$ cat config.mk
export PLATFORM = sky130hd
export DESIGN_NAME = mem_wb_pipe_reg
export DESIGN_NICKNAME = d
export VERILOG_FILES = /design/src/rtl/mem_wb_pipe_reg.sv
export SDC_FILE = /design/constraint.sdc
export NUM_CORES = 1
export LEC_CHECK = 0
export CAP_MARGIN = 20
export CORE_MARGIN = 4
export CORE_UTILIZATION = 36
export CTS_BUF_LIST = sky130_fd_sc_hd__clkbuf_4
export DETAILED_ROUTE_END_ITERATION = 8
export PLACE_DENSITY = 0.94
export SKIP_CTS_REPAIR_TIMING = 1
export SYNTH_ARGS = -nofsm -noshare
export SYNTH_HDL_FRONTEND = slang
export SYNTH_SLANG_ARGS = --single-unit
export TNS_END_PERCENT = 20
$ cat constraint.sdc
create_clock -name clk -period 0.8 [get_ports clk]
set_clock_uncertainty 0.1 [all_clocks]
set_input_delay 0.12 -clock clk [delete_from_list [all_inputs] [get_ports clk]]
set_output_delay 0.12 -clock clk [all_outputs]
set_load 0.01 [all_outputs]
$ cat src/rtl/mem_wb_pipe_reg.sv
// MEM/WB pipeline register: carries write-back controls, load data, ALU result
// and destination register index from the MEM stage to the WB stage.
// Latency: 1 cycle. There is no backpressure; the register captures every clock edge.
//
// Ports:
//   clk             pipeline clock, rising-edge active
//   startin         asynchronous active-low reset (0 = held in reset)
//   MEM_wb          WB control bundle from MEM: [1]=RegWrite, [0]=MemtoReg
//   MEM_mem_data    data read from data memory
//   MEM_alu_result  ALU result / memory address
//   MEM_mux_out     destination register index (RegDst mux output)
//   WB_reg_write    registered MEM_wb[1]
//   WB_mem_to_reg   registered MEM_wb[0]
//   WB_mem_data     registered MEM_mem_data
//   WB_alu_result   registered MEM_alu_result
//   WB_mux_out      registered MEM_mux_out
module mem_wb_pipe_reg #(
  parameter int DATA_W     = 32,
  parameter int REG_ADDR_W = 5
) (
  input  logic                  clk,
  input  logic                  startin,
  input  logic [1:0]            MEM_wb,
  input  logic [DATA_W-1:0]     MEM_mem_data,
  input  logic [DATA_W-1:0]     MEM_alu_result,
  input  logic [REG_ADDR_W-1:0] MEM_mux_out,
  output logic                  WB_reg_write,
  output logic                  WB_mem_to_reg,
  output logic [DATA_W-1:0]     WB_mem_data,
  output logic [DATA_W-1:0]     WB_alu_result,
  output logic [REG_ADDR_W-1:0] WB_mux_out
);

  logic                  reg_write_q,  reg_write_d;
  logic                  mem_to_reg_q, mem_to_reg_d;
  logic [DATA_W-1:0]     mem_data_q,   mem_data_d;
  logic [DATA_W-1:0]     alu_result_q, alu_result_d;
  logic [REG_ADDR_W-1:0] mux_out_q,    mux_out_d;

  // No stall or flush: the next state is always the incoming MEM-stage values.
  // Control bits are copied verbatim, including the 2'b11 combination.
  always_comb begin
    reg_write_d  = MEM_wb[1];
    mem_to_reg_d = MEM_wb[0];
    mem_data_d   = MEM_mem_data;
    alu_result_d = MEM_alu_result;
    mux_out_d    = MEM_mux_out;
  end

  // Clearing everything on reset leaves a bubble in WB: RegWrite=0 means no
  // register file write happens while the pipeline is held or just released.
  always_ff @(posedge clk or negedge startin) begin
    if (!startin) begin
      reg_write_q  <= 1'b0;
      mem_to_reg_q <= 1'b0;
      mem_data_q   <= '0;
      alu_result_q <= '0;
      mux_out_q    <= '0;
    end else begin
      reg_write_q  <= reg_write_d;
      mem_to_reg_q <= mem_to_reg_d;
      mem_data_q   <= mem_data_d;
      alu_result_q <= alu_result_d;
      mux_out_q    <= mux_out_d;
    end
  end

  // Outputs come straight from flops; no input reaches an output combinationally.
  assign WB_reg_write  = reg_write_q;
  assign WB_mem_to_reg = mem_to_reg_q;
  assign WB_mem_data   = mem_data_q;
  assign WB_alu_result = alu_result_q;
  assign WB_mux_out    = mux_out_q;

endmodule

==> flow_metrics.py <==
metrics = {
    "layout": {
        "drive_gt1_frac": 0.381,
        "n_antenna_cell": 0,
        "fill_cells": 391,
        "syn_to_final_growth_pct": 74.6,
        "comb.multi_input.count": 0,
        "multiInputGateArea_um2": 0,
        "final_area_um2": 3100,
        "nets": 301,
    },
    "clocking": {
        "htree_num_levels": 3,
        "clock-sinks": 71,
        "cts_tree": "done",
        "cts_made_buffers": 9,
        "path_clk_slew_ns": 0.10,
        "cts-root-buf": "clkbuf_4",
        "cts.path.max_buffers": 2,
    },
    "yosys": {
        "yosysWarnings": 0,
        "synth_top_area_frac": 1.00,
        "synth_edf_count": 0,
        "synth_area_leaders": "dfrtp_1",
        "ys_seq_elements": 71,
        "syn_area_per_cell_um2": 25.0,
        "synthArstFlopShare": 1.00,
        "synth_common_cells": "dfrtp_1",
        "ys_types": 1,
        "yosys_most_used_dff": "dfrtp_1",
        "syn_area_um2": 1780,
        "seq_area_frac_synth": 1.00,
        "synth_area_leader_cell": "dfrtp_1",
        "yosysMostFrequentCell": "dfrtp_1",
        "syn_inst": 71,
        "syn_nets": 144,
    },
    "global_route": {
        "grt_pass1_vias": 1400,
        "gr-usage-all-layers": 0.180,
        "overflow": 0,
        "grt_max_degree": 32,
        "grt_pass1_wl_mm": 7.71,
        "antenna_found_initial": 2,
    },
    "setup_path": {
        "critPathRequiredTime_ns": 0.58,
        "critPathLaunchType": "flop",
        "worstPathArrival_ns": 0.90,
        "cpLargestDelayFamily": "flip-flops",
        "worstSetupPathType": "flop to primary output",
        "critPathLaunch": "WB_mem_data[3]$_DFF_PN0_",
        "cp_slowest_cell": "dfrtp_1",
        "path_max_fanout": 1,
        "cp-end-kind": "primary output",
        "crit_chain": "clkbuf_2",
        "max_stage_delay_ns": 0.39,
        "crit_buf_inv": 1,
    },
    "die": {
        "initial_core_util": 0.374,
        "fp.dieArea_um2": 6120,
        "die_h_um": 78.3,
        "ios": 144,
        "core_region_area_um2": 4750,
        "die_w_um": 78.3,
        "num_rows": 25,
    },
    "sta": {
        "period_needed_ns": 1.12,
        "fin_crit_sh": 1.40,
        "final_max_slew_viol_count": 0,
        "finalSetupViolations": 71,
        "fmax_ghz": 0.894,
        "hold-worst-slack_ns": 0.0120,
        "timing.slew.headroom": 0.881,
        "hold_viol": 0,
        "fin_ws_ns": -0.319,
        "fin_tns_setup_ns": -20.89,
        "tightest_slew_ns": 0.178,
        "rsz0062_at_grt": "yes",
    },
    "placed_design": {
        "gp_congestion": 0.702,
        "place_worst_setup_slack_ns": -0.299,
        "placed_area_um2": 3330,
        "hpwl_mm": 4.23,
        "port-buffer-count": 143,
    },
    "route": {
        "drtPass1Iterations": 2,
        "vias": 1214,
        "routed_via_density": 4.07,
        "route.detailed.drc": 0,
        "routed_wirelength_mm": 5.17,
        "drtIter0Drc": 29,
        "wl_per_cell_um": 17.4,
        "ant_nets": 0,
    },
    "hold_path": {
        "min_path_type": "primary input to async pin",
    },
    "outcome": {
        "status": "finished with violations",
        "violations": "setup timing",
    },
    "flow_run": {
        "max_cap_viol_count": 0,
    },
    "power_and_ir_drop": {
        "ir_worst_vdd_mv": 1.25,
        "power.total_mw": 6.34,
        "power_density_nw_per_um2": 2040,
        "power.leakage_nw": 1.50,
    },
}
==> power breakdown <==
part | internal, mW | switching [mW]
combinational | 0.454 | 0.296
clock | 0.705 | 1.07
sequential | 3.77 | 0.0511
==> cell families after synthesis <==
group | after synthesis | synth area share
flip-flops | 71 | 1.00
==> worst max-delay path by stage <==
stage | depth (start not counted) | to
after global placement | 1 | WB_reg_write
after global routing | 1 | WB_alu_result[22]
after detailed placement | 1 | WB_reg_write
after CTS | 1 | WB_reg_write
final | 1 | WB_mem_data[3]
after floorplan | 0 | WB_alu_result[0]
==> stage by stage <==
stage,util,instances
after floorplan,-,71
after global placement,0.700,283
after detailed placement,0.700,283
after CTS,0.721,297
after global routing,0.653,298
final,0.653,298
==> cells in the final DEF, fill, tap and decap left out <==
cell             instances
buf_6                    3
clkbuf_2                64
buf_4                    1
dfrtp_1                 71
dlygate4sd3_1            1
clkinv_2                 2
buf_2                    4
clkbuf_4                12
clkdlybuf4s50_1         71
buf_12                   2
==> layout make-up <==
cell class | count | area [um^2] | share of cell area
well taps | 67 | 83.8 | 0.0270
clock buffers | 12 | 90.1 | 0.0290
flip-flops and latches | 71 | 1780 | 0.573
clock inverters | 2 | 10.0 | 0.00323
repair buffers | 146 | 1140 | 0.368
==> metal layers <==
layer,share of wire,global-route usage
met1,0.30,0.163
met2,0.52,0.308
met3,0.17,0.117
met4,0.0079,0.0839
met5,0.0041,0
Note: power is estimated with default switching activity, not from simulation.
